## src/rtl/wb_pkg.sv

```systemverilog
// wb_pkg: shared types and constants for the writeback stage
package wb_pkg;
   typedef enum logic [0:0] {IDLE, WAIT_MEM} wb_state_e;
   localparam logic [1:0] LD_WORD   = 2'd0;
   localparam logic [1:0] LD_BYTE_S = 2'd1;
   localparam logic [1:0] LD_BYTE_U = 2'd2;
   localparam int SRC_ALU     = 0;
   localparam int SRC_MEM     = 1;
   localparam int SRC_PC_LINK = 2;
   localparam int SRC_IMM     = 3;
endpackage

```

## src/rtl/wb_if.sv

```systemverilog
// wb_if: request, memory-return and register-file write signals of the writeback stage
interface wb_if #(
   parameter int WIDTH      = 16,
   parameter int NUM_SRC    = 4,
   parameter int REG_ADDR_W = 3
);
   logic                         wb_valid;
   logic                         wb_ready;
   logic [$clog2(NUM_SRC)-1:0]   wb_sel;
   logic [REG_ADDR_W-1:0]        wb_rd;
   logic [1:0]                   load_mode;
   logic [NUM_SRC*WIDTH-1:0]     src_data;
   logic [WIDTH-1:0]             mem_rdata;
   logic                         mem_rvalid;
   logic                         rf_we;
   logic [REG_ADDR_W-1:0]        rf_waddr;
   logic [WIDTH-1:0]             rf_wdata;
   logic                         mem_err;
   modport master (
      output wb_valid, wb_sel, wb_rd, load_mode, src_data, mem_rdata, mem_rvalid,
      input  wb_ready, rf_we, rf_waddr, rf_wdata, mem_err
   );
   modport slave (
      input  wb_valid, wb_sel, wb_rd, load_mode, src_data, mem_rdata, mem_rvalid,
      output wb_ready, rf_we, rf_waddr, rf_wdata, mem_err
   );
endinterface

```

## src/rtl/wb_load_ext.sv

```systemverilog
// wb_load_ext: word / signed byte / unsigned byte load extension
module wb_load_ext
   import wb_pkg::*;
#(
   parameter int WIDTH = 16
) (
   input  logic [WIDTH-1:0] data_i,
   input  logic [1:0]       mode_i,
   output logic [WIDTH-1:0] data_o
);
   always_comb data_o = mode_i == LD_BYTE_S ? WIDTH'($signed(data_i[7:0])) :
                        mode_i == LD_BYTE_U ? WIDTH'(data_i[7:0]) : data_i;
endmodule

```

## src/rtl/wb_stage.sv

```systemverilog
// wb_stage: source-select writeback with variable-latency load wait and timeout
module wb_stage
   import wb_pkg::*;
#(
   parameter int WIDTH      = 16,
   parameter int NUM_SRC    = 4,
   parameter int MEM_IDX    = SRC_MEM,
   parameter int REG_ADDR_W = 3,
   parameter bit ZERO_REG   = 1'b1,
   parameter int TIMEOUT    = 15
) (
   input logic clk,
   input logic rst,
   wb_if.slave bus
);
   localparam int SEL_W = $clog2(NUM_SRC);
   localparam int CNT_W = $clog2(TIMEOUT + 1);
   wb_state_e             state_q;
   logic [CNT_W-1:0]      cnt_q, cnt_d;
   logic [REG_ADDR_W-1:0] rd_q, waddr_q;
   logic [1:0]            mode_q;
   logic [WIDTH-1:0]      wdata_q, src_val, ext_val;
   logic                  we_q, err_q;
   logic [SEL_W-1:0]      sel;
   logic                  accept, is_load, new_ok, pend_ok;
   wb_load_ext #(.WIDTH(WIDTH)) u_ext (.data_i(bus.mem_rdata), .mode_i(mode_q), .data_o(ext_val));
   always_comb begin
      sel     = int'(bus.wb_sel) < NUM_SRC ? bus.wb_sel : '0;
      src_val = bus.src_data[int'(sel)*WIDTH +: WIDTH];
      is_load = int'(sel) == MEM_IDX;
      accept  = bus.wb_valid && state_q == IDLE;
      new_ok  = !(ZERO_REG && bus.wb_rd == '0);
      pend_ok = !(ZERO_REG && rd_q == '0);
      cnt_d   = cnt_q == CNT_W'(TIMEOUT) ? cnt_q : cnt_q + 1'b1;
   end
   // Data returning on the timeout cycle takes priority over the error.
   always_ff @(posedge clk or posedge rst) begin
      if (rst) begin
         state_q <= IDLE;
         cnt_q   <= '0;
         rd_q    <= '0;
         mode_q  <= LD_WORD;
         we_q    <= 1'b0;
         err_q   <= 1'b0;
         waddr_q <= '0;
         wdata_q <= '0;
      end else begin
         we_q  <= 1'b0;
         err_q <= 1'b0;
         case (state_q)
            IDLE: if (accept && is_load) begin
               rd_q    <= bus.wb_rd;
               mode_q  <= bus.load_mode;
               cnt_q   <= '0;
               state_q <= WAIT_MEM;
            end else if (accept) begin
               we_q    <= new_ok;
               waddr_q <= bus.wb_rd;
               wdata_q <= src_val;
            end
            WAIT_MEM: if (bus.mem_rvalid) begin
               we_q    <= pend_ok;
               waddr_q <= rd_q;
               wdata_q <= ext_val;
               state_q <= IDLE;
            end else if (cnt_q == CNT_W'(TIMEOUT)) begin
               err_q   <= 1'b1;
               state_q <= IDLE;
            end else cnt_q <= cnt_d;
            default: state_q <= IDLE;
         endcase
      end
   end
   assign bus.wb_ready = state_q == IDLE;
   assign bus.rf_we    = we_q;
   assign bus.rf_waddr = waddr_q;
   assign bus.rf_wdata = wdata_q;
   assign bus.mem_err  = err_q;
endmodule

```

## src/flat_wrapper.sv

```systemverilog
// flat-port wrapper written by rule: the top's interface ports become plain ports
module wb_stage_flat import wb_pkg::*;
#(
   parameter int WIDTH      = 16,
   parameter int NUM_SRC    = 4,
   parameter int MEM_IDX    = SRC_MEM,
   parameter int REG_ADDR_W = 3,
   parameter bit ZERO_REG   = 1'b1,
   parameter int TIMEOUT    = 15
)
  (clk, rst, bus_wb_valid, bus_wb_sel, bus_wb_rd, bus_load_mode, bus_src_data, bus_mem_rdata, bus_mem_rvalid, bus_wb_ready, bus_rf_we, bus_rf_waddr, bus_rf_wdata, bus_mem_err);
  wb_if #(.WIDTH(WIDTH), .NUM_SRC(NUM_SRC), .REG_ADDR_W(REG_ADDR_W)) bus_i ();
  input logic clk;
  input logic rst;
  input wire logic [$bits(bus_i.wb_valid)-1:0] bus_wb_valid;
  input wire logic [$bits(bus_i.wb_sel)-1:0] bus_wb_sel;
  input wire logic [$bits(bus_i.wb_rd)-1:0] bus_wb_rd;
  input wire logic [$bits(bus_i.load_mode)-1:0] bus_load_mode;
  input wire logic [$bits(bus_i.src_data)-1:0] bus_src_data;
  input wire logic [$bits(bus_i.mem_rdata)-1:0] bus_mem_rdata;
  input wire logic [$bits(bus_i.mem_rvalid)-1:0] bus_mem_rvalid;
  output wire logic [$bits(bus_i.wb_ready)-1:0] bus_wb_ready;
  output wire logic [$bits(bus_i.rf_we)-1:0] bus_rf_we;
  output wire logic [$bits(bus_i.rf_waddr)-1:0] bus_rf_waddr;
  output wire logic [$bits(bus_i.rf_wdata)-1:0] bus_rf_wdata;
  output wire logic [$bits(bus_i.mem_err)-1:0] bus_mem_err;
  assign bus_i.wb_valid = bus_wb_valid;
  assign bus_i.wb_sel = bus_wb_sel;
  assign bus_i.wb_rd = bus_wb_rd;
  assign bus_i.load_mode = bus_load_mode;
  assign bus_i.src_data = bus_src_data;
  assign bus_i.mem_rdata = bus_mem_rdata;
  assign bus_i.mem_rvalid = bus_mem_rvalid;
  assign bus_wb_ready = bus_i.wb_ready;
  assign bus_rf_we = bus_i.rf_we;
  assign bus_rf_waddr = bus_i.rf_waddr;
  assign bus_rf_wdata = bus_i.rf_wdata;
  assign bus_mem_err = bus_i.mem_err;
  wb_stage #(.WIDTH(WIDTH), .NUM_SRC(NUM_SRC), .MEM_IDX(MEM_IDX), .REG_ADDR_W(REG_ADDR_W), .ZERO_REG(ZERO_REG), .TIMEOUT(TIMEOUT)) u_core (.clk(clk), .rst(rst), .bus(bus_i));
endmodule
```

## config.mk

```make
export PLATFORM = sky130hd
export DESIGN_NAME = wb_stage_flat
export DESIGN_NICKNAME = d
export VERILOG_FILES = /design/src/rtl/wb_pkg.sv /design/src/rtl/wb_if.sv /design/src/rtl/wb_load_ext.sv /design/src/rtl/wb_stage.sv /design/src/flat_wrapper.sv
export SDC_FILE = /design/constraint.sdc
export NUM_CORES = 1
export LEC_CHECK = 0
export ABC_AREA = 1
export BUFFER_PORTS_ARGS = -buffer_cell sky130_fd_sc_hd__buf_2
export CORE_MARGIN = 3
export CORE_UTILIZATION = 40
export DETAILED_ROUTE_END_ITERATION = 16
export PLACE_DENSITY = 0.7
export SKIP_CTS_REPAIR_TIMING = 1
export SKIP_LAST_GASP = 1
export SYNTH_ARGS = -nofsm -noshare
export SYNTH_HDL_FRONTEND = slang
export SYNTH_HIERARCHICAL = 1
export SYNTH_SLANG_ARGS = --single-unit
```

## constraint.sdc

```tcl
create_clock -name clk -period 1.6 [get_ports clk]
set_input_delay 0.08 -clock clk [delete_from_list [all_inputs] [get_ports clk]]
set_output_delay 0.08 -clock clk [all_outputs]
set_load 0.005 [all_outputs]
```

# Word-level counts from Yosys, hierarchy flattened
# Index checks and enable logic that the tools add are counted.
[word_totals] ff_bits=31 latch_bits=0 ram_bits=0 romBits=0 elab_cells=55 mem_count=0
[classes] addsub=1 multipliers=0 n_div=0 n_lt_le_gt_ge=0 eq_ne=10 n_shift=1 mux=25 bitwise_logic=1 n_reduce_logical=9
[ops] cell="two-way mux 16 bit" n=5
[ops] cell="variable part select 64 x 7 -> 16 bit" n=1
[ops] cell="one-hot mux 16 bit (2 select lines)" n=1
[ops] cell="two-way mux 4 bit" n=3
[ops] cell="two-way mux 1 bit" n=9
[ops] cell="two-way mux 3 bit" n=3
[ops] cell="inequality test 2 bit (second input constant)" n=4
[ops] cell="one-hot mux 4 bit (2 select lines)" n=1
[ops] cell="zero test 3 bit" n=2
[ops] cell="one-hot mux 3 bit (2 select lines)" n=1
[ops] cell="AND reduction 3 bit" n=2
[ops] cell="adder 4 x 1 -> 4 bit (second input constant)" n=1
[ops] cell="== test 2 bit (second input constant)" n=2
[ops] cell="== test 4 bit (second input constant)" n=1
[ops] cell="inequality test 2 x 1 -> 1 bit (second input constant)" n=2
[ops] cell="one-hot mux 1 bit (2 select lines)" n=2
[ops] cell="== test 2 x 1 -> 1 bit (second input constant)" n=1
[ops] cell="logical AND 1 bit" n=2
[ops] cell="zero test 1 bit" n=2
[ops] cell="AND reduction 2 bit" n=1
[ops] cell="inverter 1 bit" n=1

# Longest topological paths before layout
[logic_depth] ltp_word=5 ltp_mapped=10

# Modules after synthesis
# The synthesis kept the hierarchy.
[modules_own_cells] mod="wb_stage" n_inst=1 cells_per_inst=327 area_per_inst_um2=2147.1 seq_area_each_um2=775.7
[modules_own_cells] mod="wb_load_ext" n_inst=1 cells_per_inst=29 area_per_inst_um2=155.1 seq_area_each_um2=0.0

# Worst setup path before layout
# OpenSTA, ideal clock, no wires.
[synth_path] kind="flip-flop to flip-flop" start="register u_core.state_q" end="register u_core.waddr_q[0], in the netlist u_core/bus.rf_waddr[0]" setup_ps=124 t_arrival_ps=1050 setup_slack_ps=426 stages_incl_launch_ff=8 path_buffers=1 synth_period_minus_slack_ps=1174 cell_sequence="dfrtp_1 -> nor2_4 -> nand2_4 -> nand2_2 -> inv_2 -> buf_4 -> nand2_1 -> nand2_1"
[synth_between] elab_chain_cells=5 elab_cells_between_ends=8 cone_classes="eq/ne (3); mux (1); bitwise (1); reduce/logical (3)"
[synth_lines] element="start, declared" line_no="wb_stage.sv:18" source="wb_state_e state_q;"
[synth_lines] element="start signal, assigned" line_no="wb_stage.sv:39" source="state_q <= IDLE;"
[synth_lines] element="start signal, assigned" line_no="wb_stage.sv:55" source="state_q <= WAIT_MEM;"
[synth_lines] element="start signal, assigned" line_no="wb_stage.sv:65" source="state_q <= IDLE;"
[synth_lines] element="inverter 1 bit (no line)"
[synth_lines] element="logical AND 1 bit" line_no="wb_stage.sv:31" source="accept = bus.wb_valid && state_q == IDLE;"
[synth_lines] element="logical AND 1 bit" line_no="wb_stage.sv:51" source="IDLE: if (accept && is_load) begin"
[synth_lines] element="inequality test 2 bit (no line)"
[synth_lines] element="AND reduction 3 bit (no line)"
[synth_lines] element="end signal, assigned" line_no="wb_stage.sv:58" source="waddr_q <= bus.wb_rd;"
[synth_lines] element="end signal, assigned" line_no="wb_stage.sv:63" source="waddr_q <= rd_q;"
[synth_lines] element="end, declared" line_no="wb_stage.sv:20" source="logic [REG_ADDR_W-1:0] rd_q, waddr_q;"
# Several ways; a longest one is shown, not always the timed one.
# A chain may end at the register's enable or synchronous reset.

# Final worst setup path
[layout_path] start="register u_core.state_q" end="register u_core.wdata_q[15], in the netlist u_core/bus.rf_wdata[15]"
[layout_between] elab_chain_cells=5 elab_cells_between_ends=8 cone_classes="eq/ne (3); mux (1); bitwise (1); reduce/logical (3)"
[layout_lines] element="inverter 1 bit (no line)"
[layout_lines] element="logical AND 1 bit" line_no="wb_stage.sv:31"
[layout_lines] element="logical AND 1 bit" line_no="wb_stage.sv:51"
[layout_lines] element="inequality test 2 bit (no line)"
[layout_lines] element="AND reduction 3 bit (no line)"
[layout_lines] element="end signal, assigned" line_no="wb_stage.sv:59" source="wdata_q <= src_val;"
[layout_lines] element="end signal, assigned" line_no="wb_stage.sv:64" source="wdata_q <= ext_val;"
[layout_lines] element="end, declared" line_no="wb_stage.sv:22" source="logic [WIDTH-1:0] wdata_q, src_val, ext_val;"
# Several ways; a longest one is shown, not always the timed one.

==> metrics.txt <==
Post-Syn Area=between 2000 and 2500 µm²; largest area contributor in the netlist=dfrtp_1; Leakage=~1.8 nW; Levels on crit path=7; Met1 Wirelength=around 2.7 mm; critical path's slowest cell=dfrtp_1; RSZ-0062 raised after global routing=false; CP bufs+invs=1; Num CTS Buffers=5; Routed met2 length=3.06 mm; DR top layer=met4; Final min period=1.30 ns; CTS sink count=31; post-DR wirelength/cell=11.8 µm; status=finished with violations; failing checks=hold timing; Critical Path Start=u_core/state_q; drt pass-1 iters=4; Clk Latency, worst-skew pair=0.27 ns; n_diodes=0; CTS tree=built; Avg Cell Area, Syn=6.47 µm²; post-synth cell types=26; Largest stage delay, worst path=around 0.44 ns; met3 wire length=~420 µm; Cell Pwr Density=830 nW/µm²; Initial Util=43.2%; RR Startpoint=u_core/state_q; Critical Path Fanout Max=21; DRC violation count after routing=0; Clock transition at path regs=around 0.06 ns; port bufs=112; Setup WS pre-CTS=0.307 ns; crit path capture=u_core/bus.rf_wdata[15]; number of routed nets with antenna violations=0; Final TNS setup=0 ns; Area growth syn-to-layout=29.1%; CP Cell Sequence=nor2_4 -> nand2_4 -> nand2_2 -> inv_2 -> nor2_1 -> nand2_1 -> nand2_1; r2r worst-path depth=7; WHS Path Cells=2; dpl hpwl=between 4 and 5 mm; FMAX=769 MHz; final net count=552; Power Internal=0.00164 W; final hold slack=-0.00182 ns; CTS max path bufs=2; final setup fails=0; post-route cell area=between 2000 and 3000 µm²; post-synthesis sequential area ratio=33.7%; Final Wtd Congestion=0.931; Period Utilization, post-route=81.3%; Fin. Hold Viols=1; Ys Warns=6; Placeable Area=about 5300 µm²; Die ar.=6700 µm²; WS Path Type=register to register; Seq pwr share=a little over two fifths; clock group share of total power=24.5%; Arr. time, crit path=1.46 ns; Tot GR Track Use=18.6%; grt ovf=0; CTS H-tree depth=2; vias per cell=4.76; CTS root buffer=clkbuf_8; CP endpoint kind=register; Slew HR=~74%; Via Count=around 2500; initial antenna violation count=0; number of I/O pins=113; global-route wire length before repair=a little under 10 mm; die width=81.9 µm; vias in the first global route=2240; fraction of layout cells with a size suffix above 1=32.8%; critical path startpoint category=register; Slew @ Worst Pin=0.394 ns; area share of the leading cell type in the synthesized netlist=33.7%; Rows=26; clock skew=around 0.0075 ns; fin worst setup slack=0.299 ns; DP Area=2870 µm²; Post-Syn Instances=356; Pins Over Slew Limit=0; largest net degree at the start of global routing=34; DR iter-0 viols=148; worst reg2reg path endpoint=u_core/bus.rf_wdata[15]; synth top area cells=dfrtp_1 (34%), nand2_1 (20%), nand3_1 (14%), inv_1 (5.9%), buf_4 (3.9%); Net Sw Power=between 0.0008 and 0.0009 W; Comb power frac=33.2%; register bit total from synthesis=31; Crit path required time=roughly 1.8 ns; Die H=81.9 µm; delay-heaviest family, CP=simple AND/OR/NAND/NOR gates; maxcap violations=0; Switching Fraction=33.3%; syn nets=448; most used cell, CP=nand2_1; WL final=6.24 mm; peak supply drop=0.000500 V; Worst Hold Class=input pin to register; reg2reg setup slack=0.30 ns
## worst min-delay path by stage
stage,to,startpoint,slack [ns]
5_1_grt,u_core/bus.mem_err,bus_mem_rvalid,0.0006
3_3_place_gp,u_core/rd_q[0],rst,0.18
6_report,u_core/bus.mem_err,bus_mem_rvalid,-0.002
3_5_place_dp,u_core/rd_q[0],rst,0.18
4_1_cts,u_core/rd_q[0],rst,-0.12
2_1_floorplan,u_core/bus.mem_err,bus_mem_rvalid,0.15
## worst reg2reg max path, stage by stage (launching register included)
cell,delay (ns)
dfrtp_1,0.44
nor2_4,0.09
nand2_4,0.11
nand2_2,0.07
inv_2,0.29
nor2_1,0.07
nand2_1,0.07
nand2_1,0.05
## cell usage after synthesis, drive strengths merged
cell / instances
o21ai: 6
a21oi: 7
clkbuf: 4
or2: 10
o22ai: 1
o211ai: 3
nand4: 1
nor2: 27
nand2: 129
buf: 21
dfrtp: 31
a21boi: 7
nand3: 64
inv: 41
nor3: 3
ha: 1
## flip-flops by register name, indices dropped and copies added (netlist names)
name                 cells
u_core/bus.rf_waddr      3
u_core/rd_q              3
u_core/bus.rf_we         1
u_core/bus.rf_wdata     16
u_core/bus.mem_err       1
u_core/state_q           1
u_core/mode_q            2
u_core/cnt_q             4
## power by group through the flow
stage	clock network, W	registers (W)	logic, W
global placement	0	0.00105	0.000805
detailed placement	0	0.00105	0.000823
finish	0.000604	0.00104	0.000818
CTS	0.000631	0.00104	0.000827
floorplan	0	0.00105	0.000492
global route	0.000665	0.00106	0.000939
## logic make-up (layout without fill, tap and decap cells)
group	after synthesis	count (layout)	share of synthesized area [%]
and+or+nand+nor	234	234	45.3
buffers and inverters	66	170	14.1
DFF	31	31	33.7
AOI/OAI and AO/OA	24	24	6.36
adders and majority gates	1	1	0.543
## through the flow
| step | utilization [%] | instances | total power, W |
|---|---|---|---|
| 2_1_floorplan | - | 356 | 0.00154 |
| 3_3_place_gp | 53.9 | 522 | 0.00186 |
| 3_5_place_dp | 53.9 | 522 | 0.00188 |
| 4_1_cts | 55.5 | 529 | 0.00250 |
| 5_1_grt | 55.7 | 530 | 0.00267 |
| 6_report | 55.7 | 530 | 0.00247 |
## area by class of cell
cell class | count | area (µm²)
Clock buffer | 6 | 82.6
Clock inverter | 1 | 5.00
Fill cell | 570 | 2360
Inverter | 41 | 156
Multi-Input combinational cell | 259 | 1200
Sequential cell | 31 | 776
Tap cell | 70 | 87.6
Timing Repair Buffer | 122 | 663
## placed cells by master (no fill, tap or decap), types with 2 or more instances in the layout
cell      Yosys  final
nand2_4       2      2
dfrtp_1      31     31
buf_2         6    112
nand3_1      64     64
a21oi_1       7      7
or2_0         7      7
buf_12        0      2
nand2_1     123    123
nor2_1       18     18
o21ai_1       3      3
o21ai_0       3      3
nor2_2        8      8
or2_2         3      3
o211ai_1      3      3
a21boi_0      7      7
inv_1        36     36
nor3_1        3      3
nand2_2       4      4
clkbuf_8      0      6
inv_2         4      4
buf_4        12      7
## routing by layer
layer	track usage, %	vias up
li1	-	1315
met1	25.6	1123
met2	30.7	81
met3	3.18	4
met4	3.99	0
met5	0	-
No activity file was read; power rests on OpenSTA's default activity.
